**config.mk**
```make
export PLATFORM = sky130hd
export DESIGN_NAME = dc_ipu_mul_unit_accumulator
export DESIGN_NICKNAME = d
export VERILOG_FILES = /design/src/rtl/dc_ipu_mul_pkg.sv /design/src/rtl/dc_ipu_mul_unit_round_sat.sv /design/src/rtl/dc_ipu_mul_unit_accumulator.sv
export SDC_FILE = /design/constraint.sdc
export NUM_CORES = 1
export LEC_CHECK = 0
export ABC_CLOCK_PERIOD_IN_PS = 3200
export CORE_ASPECT_RATIO = 1.1
export CORE_MARGIN = 2
export CORE_UTILIZATION = 45
export CTS_CLUSTER_SIZE = 28
export DETAILED_ROUTE_END_ITERATION = 10
export GPL_TIMING_DRIVEN = 0
export PLACE_DENSITY = 0.7
export REMOVE_ABC_BUFFERS = 1
export SLEW_MARGIN = 10
export SYNTH_ARGS = -nofsm -noshare
export SYNTH_HDL_FRONTEND = slang
export SYNTH_SLANG_ARGS = --single-unit
export TNS_END_PERCENT = 20
```
**constraint.sdc**
```tcl
create_clock -name clk -period 3.2 [get_ports clk]
set_input_delay 0.96 -clock clk [delete_from_list [all_inputs] [get_ports clk]]
set_output_delay 0.96 -clock clk [all_outputs]
set_load 0.02 [all_outputs]
```
**src/rtl/dc_ipu_mul_pkg.sv**
```systemverilog
// Shared types and helpers for the IPU multiplier accumulator stage.
// Latency: n/a (types and constant functions only).
// Backpressure: n/a.
package dc_ipu_mul_pkg;

  typedef enum logic {
    S_ACC = 1'b0,
    S_OUT = 1'b1
  } acc_state_t;

  // Accumulator width: product width plus growth for TAPS additions plus one
  // guard bit, so a full kernel sum can never wrap.
  function automatic int acc_width(input int in_w, input int taps);
    return in_w + $clog2(taps) + 1;
  endfunction

endpackage

```
**src/rtl/dc_ipu_mul_unit_round_sat.sv**
```systemverilog
// Rounds a signed kernel sum by FRAC_BITS (half rounds up) and clamps to unsigned pixel range.
// Latency: purely combinational.
// Backpressure: n/a.
// Ports: sum (signed ACC_WIDTH) in; result (OUT_WIDTH) and sat (clamp happened) out.
module dc_ipu_mul_unit_round_sat #(
  parameter int ACC_WIDTH = 23,
  parameter int FRAC_BITS = 6,
  parameter int OUT_WIDTH = 8
) (
  input  logic signed [ACC_WIDTH-1:0] sum,
  output logic        [OUT_WIDTH-1:0] result,
  output logic                        sat
);

  // One extra bit so adding the rounding constant cannot overflow.
  localparam int RW      = ACC_WIDTH + 1;
  localparam int HALF_SH = (FRAC_BITS > 0) ? FRAC_BITS - 1 : 0;
  localparam logic signed [RW-1:0] HALF = (FRAC_BITS > 0) ? RW'(64'sd1 <<< HALF_SH) : '0;
  localparam logic signed [RW-1:0] MAXV = RW'((64'sd1 <<< OUT_WIDTH) - 64'sd1);

  logic signed [RW-1:0] sum_x;
  logic signed [RW-1:0] rnd;

  always_comb begin
    sum_x  = {sum[ACC_WIDTH-1], sum};
    rnd    = (sum_x + HALF) >>> FRAC_BITS;
    result = rnd[OUT_WIDTH-1:0];
    sat    = 1'b0;
    if (rnd[RW-1]) begin
      result = '0;
      sat    = 1'b1;
    end else if (rnd > MAXV) begin
      result = '1;
      sat    = 1'b1;
    end
  end

endmodule

```
**src/rtl/dc_ipu_mul_unit_accumulator.sv**
```systemverilog
// Sums TAPS signed products per output sample, rounds and clamps to an unsigned pixel.
// Latency: final tap accepted in cycle N -> out_valid in cycle N+1; one product per cycle.
// Backpressure: while a result waits, in_ready follows out_ready; clr forces in_ready low.
// Ports: clk, reset (async high), clr; in_valid/in_ready/value (signed product);
//        out_valid/out_ready/result/sat (sat qualified by out_valid).
module dc_ipu_mul_unit_accumulator
  import dc_ipu_mul_pkg::*;
#(
  parameter int IN_WIDTH  = 20,
  parameter int TAPS      = 4,
  parameter int FRAC_BITS = 6,
  parameter int OUT_WIDTH = 8
) (
  input  logic                       clk,
  input  logic                       reset,
  input  logic                       clr,
  input  logic                       in_valid,
  output logic                       in_ready,
  input  logic signed [IN_WIDTH-1:0] value,
  output logic                       out_valid,
  input  logic                       out_ready,
  output logic       [OUT_WIDTH-1:0] result,
  output logic                       sat
);

  localparam int ACC_WIDTH = acc_width(IN_WIDTH, TAPS);
  localparam int CNT_WIDTH = (TAPS > 1) ? $clog2(TAPS) : 1;
  localparam logic [CNT_WIDTH-1:0] CNT_LAST = CNT_WIDTH'(TAPS - 1);

  acc_state_t                   state_q, state_d;
  logic signed [ACC_WIDTH-1:0]  acc_q, acc_d;
  logic        [CNT_WIDTH-1:0]  cnt_q, cnt_d;
  logic        [OUT_WIDTH-1:0]  result_q, result_d;
  logic                         sat_q, sat_d;

  logic signed [ACC_WIDTH-1:0]  value_x;
  logic signed [ACC_WIDTH-1:0]  sum;
  logic        [OUT_WIDTH-1:0]  rs_result;
  logic                         rs_sat;

  assign value_x = {{(ACC_WIDTH-IN_WIDTH){value[IN_WIDTH-1]}}, value};
  // acc_q is zero whenever a beat starts a new sample, so this sum serves
  // both the final-tap and the TAPS==1 reload paths.
  assign sum     = acc_q + value_x;

  dc_ipu_mul_unit_round_sat #(
    .ACC_WIDTH (ACC_WIDTH),
    .FRAC_BITS (FRAC_BITS),
    .OUT_WIDTH (OUT_WIDTH)
  ) u_round_sat (
    .sum    (sum),
    .result (rs_result),
    .sat    (rs_sat)
  );

  // Depends only on state, clr and out_ready, never on in_valid.
  assign in_ready  = !clr && ((state_q == S_ACC) || out_ready);
  assign out_valid = (state_q == S_OUT);
  assign result    = result_q;
  assign sat       = sat_q;

  always_comb begin
    state_d  = state_q;
    acc_d    = acc_q;
    cnt_d    = cnt_q;
    result_d = result_q;
    sat_d    = sat_q;
    if (clr) begin
      // Flush partial sum and pending output; result/sat keep last value.
      state_d = S_ACC;
      acc_d   = '0;
      cnt_d   = '0;
    end else begin
      unique case (state_q)
        S_ACC: begin
          if (in_valid) begin
            if (cnt_q != CNT_LAST) begin
              acc_d = sum;
              cnt_d = cnt_q + CNT_WIDTH'(1);
            end else begin
              result_d = rs_result;
              sat_d    = rs_sat;
              acc_d    = '0;
              cnt_d    = '0;
              state_d  = S_OUT;
            end
          end
        end
        S_OUT: begin
          if (out_ready) begin
            if (!in_valid) begin
              state_d = S_ACC;
            end else if (TAPS == 1) begin
              result_d = rs_result;
              sat_d    = rs_sat;
            end else begin
              // Beat taken in the same cycle the result leaves is tap 0.
              acc_d   = value_x;
              cnt_d   = CNT_WIDTH'(1);
              state_d = S_ACC;
            end
          end
        end
        default: state_d = S_ACC;
      endcase
    end
  end

  always_ff @(posedge clk or posedge reset) begin
    if (reset) begin
      state_q  <= S_ACC;
      acc_q    <= '0;
      cnt_q    <= '0;
      result_q <= '0;
      sat_q    <= 1'b0;
    end else begin
      state_q  <= state_d;
      acc_q    <= acc_d;
      cnt_q    <= cnt_d;
      result_q <= result_d;
      sat_q    <= sat_d;
    end
  end

endmodule

```
==> results of run 1 <==
-- registers in the layout, summed over array words and instances, names as in the netlist --
register   cells
acc_q         23
cnt_q          2
out_valid      1
result         8
sat            1
-- per-stage QoR --
| step | utilization, % | setup slack, ps | cells | cell area [µm²] | setup TNS, ps |
|---|---|---|---|---|---|
| CTS | 64.5 | -704 | 539 | 4300 | -6080 |
| global route | 70.5 | -803 | 560 | 4700 | -6990 |
| global placement | 52.8 | -1790 | 496 | 3520 | -27420 |
| finish | 70.5 | -718 | 560 | 4700 | -6060 |
| detailed placement | 53.1 | -1830 | 497 | 3540 | -22680 |
| floorplan | - | -874 | 379 | 3070 | -7830 |
-- power by group --
part	internal [mW]	switching, mW
clock	0.232	0.190
sequential	0.539	0.0727
combinational	0.837	0.912
total	1.61	1.17
-- cell families (layout without fill, tap and decap cells) --
group	count (synthesis)	after routing	synth area share [%]
compound gates	148	149	30.1
simple gates	135	135	21.3
flops	35	35	28.0
buf+inv	26	110	3.28
fa+ha+maj	25	25	10.2
xor+xnor	23	23	6.69
mux	1	1	0.320
-- layout make-up --
cell class | instances | area, µm²
multi-input combinational | 333 | 2790
fill | 479 | 1970
sequential | 35 | 877
timing repair buffer | 90 | 781
tap | 82 | 103
clock buffer | 5 | 68.8
inverter | 12 | 45.0
clock inverter | 3 | 43.8
-- layer usage --
metal | GRT usage, % | vias up
li1 | - | 1609
met1 | 31.7 | 1712
met2 | 46.2 | 168
met3 | 3.45 | 46
met4 | 12.6 | 0
met5 | 0 | -
-- final timing paths --
check                           from        end  slack (ps)  depth (start not counted)
max reg2reg                 acc_q[0]  result[5]        -420                         17
min in group asynchronous      reset  result[0]        1120                          2
max                         value[0]  result[5]        -720                         18
max in group asynchronous      reset  out_valid        1550                          2
min                        acc_q[19]  acc_q[19]         490                          2
min reg2reg                acc_q[19]  acc_q[19]         490                          2
-- cells in the final DEF (no fill, tap or decap), drive strengths merged, types with 4 or more instances in the layout --
cell | synthesis | final
clkbuf | 10 | 9
o21ai | 56 | 56
o211ai | 5 | 5
dfrtp | 35 | 35
dlymetal6s2s | 0 | 10
xnor2 | 14 | 14
nand2 | 55 | 55
a21o | 6 | 6
o21a | 4 | 4
a21oi | 40 | 41
buf | 4 | 57
and3 | 5 | 5
nand3b | 4 | 4
ha | 24 | 24
inv | 12 | 12
a22oi | 14 | 14
nand4 | 6 | 6
clkdlybuf4s50 | 0 | 15
nor3 | 13 | 13
nor2 | 25 | 25
xor2 | 9 | 9
nand2b | 6 | 6
dlygate4sd2 | 0 | 4
-- repair_timing --
action | in CTS | in global routing
resized for setup | 93 | 63
buffers inserted | 33 | 21
pin swaps | 44 | 49
gates cloned | 1 | 0
endpoints found under the setup margin | 20 | 16
-- worst reg2reg max path: stages (launching register included) --
cell and delay, ps:
sky130_fd_sc_hd__dfrtp_1 400, sky130_fd_sc_hd__ha_4 160, sky130_fd_sc_hd__inv_2 30, sky130_fd_sc_hd__fa_2 330, sky130_fd_sc_hd__nand2b_4 160, sky130_fd_sc_hd__a21oi_4 210, sky130_fd_sc_hd__or3_4 170, sky130_fd_sc_hd__and2_4 160
sky130_fd_sc_hd__ha_4 140, sky130_fd_sc_hd__nand2_2 50, sky130_fd_sc_hd__or3_4 390, sky130_fd_sc_hd__buf_4 160, sky130_fd_sc_hd__nor3_2 170, sky130_fd_sc_hd__nand3_1 140, sky130_fd_sc_hd__mux2i_2 240, sky130_fd_sc_hd__o2111ai_4 220
sky130_fd_sc_hd__a21oi_4 270, sky130_fd_sc_hd__a21oi_1 100
==> metrics.log, run 1 <==
INFO  metric whs = 486 ps
INFO  metric crit_buf_inv = 3
INFO  metric portBuffers = 35
INFO  metric postSynthAreaPerCell = around 8.0 µm²
INFO  metric mappedNetlistArea = between 3000 and 4000 µm²
INFO  metric avgViaCountPerCell = roughly 6.3
INFO  metric fp.coreArea = about 6700 µm²
INFO  metric cts.root.buffer_cell = sky130_fd_sc_hd__clkbuf_8
INFO  metric power_density = just under 600 nW/µm²
INFO  metric rows = 31
INFO  metric route.top_layer_used = met4
INFO  metric detail_route.wirelength.met1 = just over 4000 µm
INFO  metric nature_of_the_critical_path_startpoint = input port
INFO  metric synth_largest_type_area_fraction = around 28%
INFO  metric dpl.hpwl = around 6200 µm
INFO  metric cpLargestDelayFamily = simple AND/OR/NAND/NOR gates
INFO  metric slew-limit-headroom = between 10% and 20%
INFO  metric worst-endpoint-arrival = approximately 4000 ps
INFO  metric cts.clk_slew.worst_paths = roughly 80 ps
INFO  metric wire_length_of_the_first_global_routing_pass = approximately 16,000 µm
INFO  metric cts_tree = built
INFO  metric synthTopCellsByArea = sky130_fd_sc_hd__dfrtp_1 28%, sky130_fd_sc_hd__ha_1 9.6%, sky130_fd_sc_hd__o21ai_0 8.2%, sky130_fd_sc_hd__nand2_1 6.6%, sky130_fd_sc_hd__a21oi_1 5.8%
INFO  metric unrepaired_setup_endpoints_after_global_routing = true
INFO  metric drt_pre_antenna_iters = 5
INFO  metric final_period_minus_worst_setup_slack = 3920 ps
INFO  metric synthTopCellsByCount = 55 x sky130_fd_sc_hd__nand2_1, 51 x sky130_fd_sc_hd__o21ai_0, 36 x sky130_fd_sc_hd__a21oi_1, 35 x sky130_fd_sc_hd__dfrtp_1, 25 x sky130_fd_sc_hd__nor2_1
INFO  metric crit_chain = buf_8, ha_4, inv_2, fa_2, nand2b_4, a21oi_4, or3_4, and2_4, ha_4, nand2_2, or3_4, buf_4, nor3_2, nand3_1, mux2i_2, o2111ai_4, a21oi_4, a21oi_1
INFO  metric totalWireLength = ~11,000 µm
INFO  metric final.setup.worst_slack = -718 ps
INFO  metric synthCells = approximately 390
INFO  metric vias = roughly 3,500
INFO  metric drtAntennaViolNets = 0
INFO  metric design.final.nets = 527
INFO  metric final-max-slew-violation-count = 0
INFO  metric start_util = a little under half
INFO  metric fmax = 255 MHz
INFO  metric met3_wirelength = 584 µm
INFO  metric clock_skew = 9.55 ps
INFO  metric synth.yosys.seq_area_share = 28.0%
INFO  metric drt-wirelength-per-cell = roughly 19 µm
INFO  metric dr.first_iter.drc_count = approximately 270
INFO  metric total_power = between 2 and 3 mW
INFO  metric ys_types = 57
INFO  metric tritoncts_num_sinks = 35
INFO  metric power.leakage = 2.04 nW
INFO  metric min_path_type = reg2reg
INFO  metric clock_tree.htree_level_count = 2
INFO  metric holdBufCountCts = 0
INFO  metric max_cap_viol_count = 0
INFO  metric postSynthRegisterBits = 35
INFO  metric area.growth.synth_to_final = 50.5%
INFO  metric hold_violations = 0
INFO  metric cp_max_fo = 5
INFO  metric cts.path.max_buffers = 2
INFO  metric fp.dieW = 83.5 µm
INFO  metric drive_gt1_share = about 34%
INFO  metric first_global_vias = approximately 3,500
INFO  metric slowest_cell_on_crit_path = sky130_fd_sc_hd__or3_4
INFO  metric worst_setup_path_end_kind = register
INFO  metric gp_congestion = roughly 0.95
INFO  metric final-setup-viol-count = 9
INFO  metric timing.final.crit_share = 122%
INFO  metric routed-wl-met2 = between 5000 and 6000 µm
INFO  metric run_status = complete, but fails checks
INFO  metric synth-edff-count = 0
INFO  metric maximum_number_of_pins_on_one_net_before_global_route_repair = 36
INFO  metric netlist.top_cell.by_area = sky130_fd_sc_hd__dfrtp_1
INFO  metric power.ir.vdd_worst = between 0.0003 and 0.0004 V
INFO  metric antenna_cells = 0
INFO  metric async_flop_share = 100%
INFO  metric antenna_violations_before_repair = 0
INFO  metric ys_warn_count = 0
INFO  metric global_route.usage.total = a little over a quarter
INFO  metric cp_slowest_stage_delay = 390 ps
INFO  metric design.die.area = about 7600 µm²
INFO  metric flip_flop_cell_with_the_highest_count_after_synthesis = sky130_fd_sc_hd__dfrtp_1
INFO  metric tritoncts.num_buffers = 5
INFO  metric height_of_the_chip = 91.4 µm
INFO  metric worst-endpoint-required = 3380 ps
INFO  metric boundaryPins = 36
INFO  metric grt_overflow_total = 0
INFO  metric worst_pin_slew = between 1000 and 1500 ps
INFO  metric top_count_cell_post_synth = sky130_fd_sc_hd__nand2_1
INFO  metric failed_checks = negative setup slack
INFO  metric timing_worst_setup_path_type = in2reg
INFO  metric clock_latency = approximately 300 ps
INFO  metric drcViolationCount = 0
(Power assumes the default switching activity.)
==> run 2: changes to the inputs <==
--- a/config.mk
+++ b/config.mk
@@ -13,7 +13,9 @@
 export DETAILED_ROUTE_END_ITERATION = 10
 export GPL_TIMING_DRIVEN = 0
 export PLACE_DENSITY = 0.7
+export RECOVER_POWER = 25
 export REMOVE_ABC_BUFFERS = 1
+export SKIP_LAST_GASP = 1
 export SLEW_MARGIN = 10
 export SYNTH_ARGS = -nofsm -noshare
 export SYNTH_HDL_FRONTEND = slang
==> metrics.log, run 2 (synthesis results as in run 1) <==
INFO  metric global_route.usage.total = between 20% and 30%
INFO  metric met2_usage = 46.2%
INFO  metric fmax = 255 MHz
INFO  metric antenna_violations_before_repair = 0
INFO  metric max_cap_viol_count = 0
INFO  metric start_util = a little under half
INFO  metric avgViaCountPerCell = between 6 and 7
INFO  metric cts.clk_slew.worst_paths = roughly 80 ps
INFO  metric vias = about 3,500
INFO  metric totalWireLength = approximately 11,000 µm
INFO  metric maximum_number_of_pins_on_one_net_before_global_route_repair = 36
INFO  metric largest_register_ffs = 23
INFO  metric slew-limit-headroom = 4.39%
INFO  metric worst_pin_slew = 1430 ps
INFO  metric final-setup-viol-count = 10
INFO  metric timing.final.crit_share = 122%
INFO  metric min_path_type = reg2reg
INFO  metric cts.root.buffer_cell = sky130_fd_sc_hd__clkbuf_8
INFO  metric run_status = complete, but fails checks
INFO  metric drive_gt1_share = 33.7%
INFO  metric tritoncts_num_sinks = 35
INFO  metric mostFrequentLayoutCell = sky130_fd_sc_hd__buf_4
INFO  metric drt-wirelength-per-cell = 19.0 µm
INFO  metric power.ir.vdd_worst = 0.000322 V
INFO  metric area.growth.synth_to_final = 50.5%
INFO  metric layoutNonFillerInstCount = 560
INFO  metric cts.path.max_buffers = 2
INFO  metric worst-endpoint-arrival = 4100 ps
INFO  metric power.leakage = slightly above 2 nW
INFO  metric holdBufCountCts = 0
INFO  metric rows = 31
INFO  metric dr.first_iter.drc_count = 293
INFO  metric hold_violations = 0
INFO  metric nature_of_the_critical_path_startpoint = input port
INFO  metric boundaryPins = 36
INFO  metric wire_length_of_the_first_global_routing_pass = approximately 16,000 µm
INFO  metric worst-endpoint-required = around 3400 ps
INFO  metric worst_setup_path_end_kind = register
INFO  metric cp_max_fo = 5
INFO  metric grt_util_met1 = between 30% and 40%
INFO  metric drtAntennaViolNets = 0
INFO  metric dpl_cells = roughly 500
INFO  metric drcViolationCount = 0
INFO  metric final.setup.worst_slack = -718 ps
INFO  metric busiest_layer = met2
INFO  metric drt_pre_antenna_iters = 5
INFO  metric final_period_minus_worst_setup_slack = ~4000 ps
INFO  metric antenna_cells = 0
INFO  metric layout.cell_area.non_filler = roughly 4700 µm²
INFO  metric portBuffers = 35
INFO  metric power_density = between 500 and 600 nW/µm²
INFO  metric first_global_vias = between 3,000 and 4,000
INFO  metric timing_worst_setup_path_type = in2reg
INFO  metric largest_register = acc_q
INFO  metric design.die.area = roughly 7600 µm²
INFO  metric design.final.nets = between 500 and 600
INFO  metric final-max-slew-violation-count = 0
INFO  metric grt_overflow_total = 0
INFO  metric gp_congestion = ~0.95
INFO  metric fp.dieW = between 80 and 90 µm
INFO  metric dpl.hpwl = ~6200 µm
INFO  metric clock_tree.htree_level_count = 2
INFO  metric fp.coreArea = around 6700 µm²
INFO  metric unrepaired_setup_endpoints_after_global_routing = true
INFO  metric cts_tree = built
INFO  metric layout_common_cells = 53 x sky130_fd_sc_hd__buf_4, 52 x sky130_fd_sc_hd__nand2_1, 42 x sky130_fd_sc_hd__o21ai_0
INFO  metric failed_checks = negative setup slack
INFO  metric height_of_the_chip = between 90 and 100 µm
INFO  metric pre_cts_ws = -1830 ps
INFO  metric tritoncts.num_buffers = 5
INFO  metric clock_latency = around 300 ps
INFO  metric fill_cells = 479
INFO  metric grtUsageMet3 = 3.45%
INFO  metric clock_skew = 8.50 ps
INFO  metric place_area = approximately 3500 µm²
## run 2: cell types whose count changed in the layout (fill, tap and decap cells not counted)
| cell | previous run | this run |
|---|---|---|
| sky130_fd_sc_hd__a21oi_1 | 22 | 21 |
| sky130_fd_sc_hd__dlygate4sd3_1 | 0 | 1 |
| sky130_fd_sc_hd__dfrtp_1 | 34 | 35 |
| sky130_fd_sc_hd__inv_2 | 3 | 2 |
| sky130_fd_sc_hd__ha_2 | 1 | 0 |
| sky130_fd_sc_hd__inv_1 | 9 | 10 |
| sky130_fd_sc_hd__dfrtp_2 | 1 | 0 |
| sky130_fd_sc_hd__a21oi_2 | 12 | 13 |
| sky130_fd_sc_hd__ha_1 | 3 | 4 |
| sky130_fd_sc_hd__dlygate4sd2_1 | 4 | 3 |
## run 2: area by class of cell
type	count	area [µm²]	share of cell area, %
clock buffer	5	68.8	1.46
tap	82	103	2.18
inverter	12	45.0	0.957
clock inverter	3	43.8	0.931
timing repair buffer	90	782	16.6
multi-input combinational	333	2790	59.2
sequential	35	876	18.6
## run 2: path summary, 6_finish.rpt
| kind | endpoint | startpoint | slack, ps | cells after the start |
|---|---|---|---|---|
| hold reg to reg | acc_q[19] | acc_q[19] | 480 | 2 |
| min in group asynchronous | result[0] | reset | 1510 | 2 |
| hold / removal | acc_q[19] | acc_q[19] | 480 | 2 |
| setup / recovery | result[5] | value[0] | -720 | 18 |
| setup reg to reg | result[5] | acc_q[0] | -420 | 17 |
| max in group asynchronous | acc_q[17] | reset | 830 | 2 |
## run 2: power by group
group / leakage (nW) / switching (mW) / internal, mW
Clock: 0.0581 / 0.188 / 0.232
Sequential: 0.460 / 0.0728 / 0.539
Combinational: 1.53 / 0.918 / 0.836
## run 2: worst max-delay path, cell delays in order
cell and delay [ps]:
sky130_fd_sc_hd__buf_8 70, sky130_fd_sc_hd__ha_4 120, sky130_fd_sc_hd__inv_2 30, sky130_fd_sc_hd__fa_2 330
sky130_fd_sc_hd__nand2b_4 160, sky130_fd_sc_hd__a21oi_4 210, sky130_fd_sc_hd__or3_4 170, sky130_fd_sc_hd__and2_4 160
sky130_fd_sc_hd__ha_4 140, sky130_fd_sc_hd__nand2_2 50, sky130_fd_sc_hd__or3_4 390, sky130_fd_sc_hd__buf_4 160
sky130_fd_sc_hd__nor3_2 170, sky130_fd_sc_hd__nand3_1 130, sky130_fd_sc_hd__mux2i_2 240, sky130_fd_sc_hd__o2111ai_4 210
sky130_fd_sc_hd__a21oi_4 270, sky130_fd_sc_hd__a21oi_1 100
## run 2: timing repair
| action | in CTS | in global routing |
|---|---|---|
| gates cloned | 1 | 0 |
| buffers inserted | 33 | 21 |
| gates resized for setup | 91 | 63 |
| pin swaps | 41 | 47 |
| endpoints found under the setup margin | 20 | 18 |
## run 2: layer usage
metal  wire [µm]  vias up
li1            -     1613
met5           0        -
met3         447       36
met1        4340     1710
met4         450        0
met2        5400      135
## run 2: stage by stage
stage          hold WS [ps]  utilization, %  total power, mW  TNS, ps
2_1_floorplan           443               -             1.41    -7830
3_3_place_gp            459            52.8             1.71   -27420
3_5_place_dp            472            53.1             1.74   -22680
4_1_cts                 491            64.5             2.50    -6270
5_1_grt                 515            70.5             2.95    -7350
6_report                485            70.5             2.79    -6260
==> run 3: changes to the inputs <==
--- a/config.mk
+++ b/config.mk
@@ -11,7 +11,6 @@
 export CORE_UTILIZATION = 45
 export CTS_CLUSTER_SIZE = 28
 export DETAILED_ROUTE_END_ITERATION = 10
-export GPL_TIMING_DRIVEN = 0
 export PLACE_DENSITY = 0.7
 export RECOVER_POWER = 25
 export REMOVE_ABC_BUFFERS = 1
==> constraint.sdc (replaced) <==
create_clock -name clk -period 3.2 [get_ports clk]
set_input_delay 0.48 -clock clk [delete_from_list [all_inputs] [get_ports clk]]
set_output_delay 0.48 -clock clk [all_outputs]
set_load 0.02 [all_outputs]
==> metrics.log, run 3 (synthesis results as in run 1) <==
INFO  metric timing.hold.worst.start = acc_q[19]
INFO  metric final-setup-viol-count = 9
INFO  metric whs = about 480 ps
INFO  metric antenna_cells = 0
INFO  metric largest_register = acc_q
INFO  metric final-max-slew-violation-count = 0
INFO  metric cp_max_fo = 7
INFO  metric mostFrequentLayoutCell = sky130_fd_sc_hd__buf_4
INFO  metric fp.coreArea = roughly 6700 µm²
INFO  metric first_global_vias = between 3,000 and 4,000
INFO  metric worst-endpoint-arrival = between 3000 and 4000 ps
INFO  metric r2r-end = result[4]
INFO  metric design.die.area = 7630 µm²
INFO  metric largest_register_ffs = 23
INFO  metric dr.first_iter.drc_count = about 160
INFO  metric vias = around 3,600
INFO  metric dpl_cells = around 600
INFO  metric cts.root.buffer_cell = sky130_fd_sc_hd__clkbuf_8
INFO  metric dpl.hpwl = 7120 µm
INFO  metric worst_setup_path_end_kind = register
INFO  metric height_of_the_chip = around 90 µm
INFO  metric rows = 31
INFO  metric timing_worst_setup_path_type = in2reg
INFO  metric power_density = ~590 nW/µm²
INFO  metric design.final.nets = roughly 600
INFO  metric swShare = around two fifths
INFO  metric boundaryPins = 36
INFO  metric power_frac_comb = around two thirds
INFO  metric totalWireLength = 10,600 µm
INFO  metric drive_gt1_share = a little over a third
INFO  metric worst-endpoint-required = between 3000 and 4000 ps
INFO  metric power.share.sequential = between 20% and 30%
INFO  metric timing.final.crit_share = 113%
INFO  metric grt_overflow_total = 0
INFO  metric cts.clk_slew.worst_paths = ~80 ps
INFO  metric final_period_minus_worst_setup_slack = 3630 ps
INFO  metric start_util = ~47%
INFO  metric drt-wirelength-per-cell = 16.8 µm
INFO  metric layoutNonFillerInstCount = 631
INFO  metric drt_pre_antenna_iters = 4
INFO  metric slew-limit-headroom = between 30% and 40%
INFO  metric hold_violations = 0
INFO  metric portBuffers = 35
INFO  metric global_route.usage.total = between 20 and 30%
INFO  metric tritoncts_num_sinks = 35
INFO  metric max_cap_viol_count = 0
INFO  metric final.setup.worst_slack = -431 ps
INFO  metric clock_latency = ~300 ps
INFO  metric setup.reg_to_reg.worst_slack = -410 ps
INFO  metric run_status = complete, but fails checks
INFO  metric clock_tree.htree_level_count = 2
INFO  metric antenna_violations_before_repair = 0
INFO  metric layout_common_cells = 124 x sky130_fd_sc_hd__buf_4, 53 x sky130_fd_sc_hd__nand2_1, 45 x sky130_fd_sc_hd__o21ai_0
INFO  metric nature_of_the_critical_path_startpoint = input port
INFO  metric wire_length_of_the_first_global_routing_pass = roughly 17,000 µm
INFO  metric critical_path.reg2reg.startpoint = acc_q[0]
INFO  metric finalCoreUtilization = 74.2%
INFO  metric area.growth.synth_to_final = 58.4%
INFO  metric cts_tree = built
INFO  metric worst_pin_slew = 978 ps
INFO  metric fmax = about 280 MHz
INFO  metric setup-tns-final = -3410 ps
INFO  metric internal_dissipation = 1.75 mW
INFO  metric unrepaired_setup_endpoints_after_global_routing = true
INFO  metric tritoncts.num_buffers = 5
INFO  metric drcViolationCount = 0
INFO  metric failed_checks = negative setup slack
INFO  metric power.ir.vdd_worst = roughly 0.00031 V
INFO  metric avgViaCountPerCell = approximately 5.8
INFO  metric fp.dieW = about 83 µm
INFO  metric clk_pwr_share = 14.3%
INFO  metric clock_skew = around 12 ps
INFO  metric gp_congestion = a little under 0.9
INFO  metric netSwitchingPower = roughly 1.2 mW
INFO  metric drtAntennaViolNets = 0
INFO  metric cts.path.max_buffers = 2
INFO  metric worstHoldPathCells = 2
INFO  metric power.leakage = approximately 2.3 nW
INFO  metric min_path_type = reg2reg
INFO  metric holdBufCountCts = 0
INFO  metric min_delay_worst_endpoint = acc_q[19]
INFO  metric maximum_number_of_pins_on_one_net_before_global_route_repair = 34
INFO  metric rr_worst_depth = 15
==> run 3: repair_timing <==
action / 4_1_cts / 5_1_grt
pin swaps: 31 / 21
gates resized for setup: 46 / 29
endpoints found under the setup margin: 10 / 10
gates cloned: 1 / 0
setup buffers: 17 / 2
==> run 3: worst max-delay path: stages <==
cell and delay, ps:
sky130_fd_sc_hd__clkdlybuf4s50_1 470, sky130_fd_sc_hd__ha_4 300, sky130_fd_sc_hd__buf_4 140, sky130_fd_sc_hd__nor2b_1 140, sky130_fd_sc_hd__o2111a_1 190, sky130_fd_sc_hd__a211o_1 210
sky130_fd_sc_hd__nand4_1 220, sky130_fd_sc_hd__or3_4 410, sky130_fd_sc_hd__nor3_1 290, sky130_fd_sc_hd__and3b_1 230, sky130_fd_sc_hd__o211a_1 180, sky130_fd_sc_hd__o2111ai_4 170
sky130_fd_sc_hd__a21oi_4 290, sky130_fd_sc_hd__a21oi_2 90
==> run 3: worst max path at each step <==
| stage | cells after the start | slack, ps | start | endpoint |
|---|---|---|---|---|
| floorplan | 15 | -390 | value[0] | result[0] |
| global placement | 16 | -980 | value[0] | result[0] |
| detailed placement | 16 | -1070 | value[0] | result[2] |
| CTS | 15 | -320 | acc_q[0] | result[7] |
| global route | 13 | -560 | value[2] | result[4] |
| finish | 14 | -430 | value[7] | result[4] |
==> run 3: power groups by stage <==
stage | Combinational [mW] | Clock (mW) | Sequential [mW]
global placement | 1.53 | 0 | 0.599
floorplan | 0.753 | 0 | 0.654
global route | 2.04 | 0.444 | 0.615
finish | 1.89 | 0.418 | 0.606
detailed placement | 1.56 | 0 | 0.600
CTS | 1.77 | 0.425 | 0.602
==> run 3: layout make-up <==
cell class	count	area, µm²
Multi-Input combinational cell	333	2510
Fill cell	484	1720
Timing Repair Buffer	161	1300
Sequential cell	35	876
Tap cell	82	103
Clock buffer	5	68.8
Inverter	12	45.0
Clock inverter	3	43.8
==> run 3: per-stage QoR <==
stage	total power [mW]	setup WS, ps	cell area, µm²
5_1_grt	3.10	-560	4950
2_1_floorplan	1.41	-394	3070
6_report	2.91	-431	4950
4_1_cts	2.80	-321	4830
3_5_place_dp	2.16	-1070	4330
3_3_place_gp	2.13	-978	4330
==> run 3: per-layer routing <==
metal  global-route usage, %  part of all wire, %  vias to the layer above
li1                        -                    -                     1753
met1                    34.1                   42                     1738
met2                    48.4                   50                      106
met3                    2.91                  4.2                       33
met4                    10.1                  3.5                        0
met5                       0                    0                        -
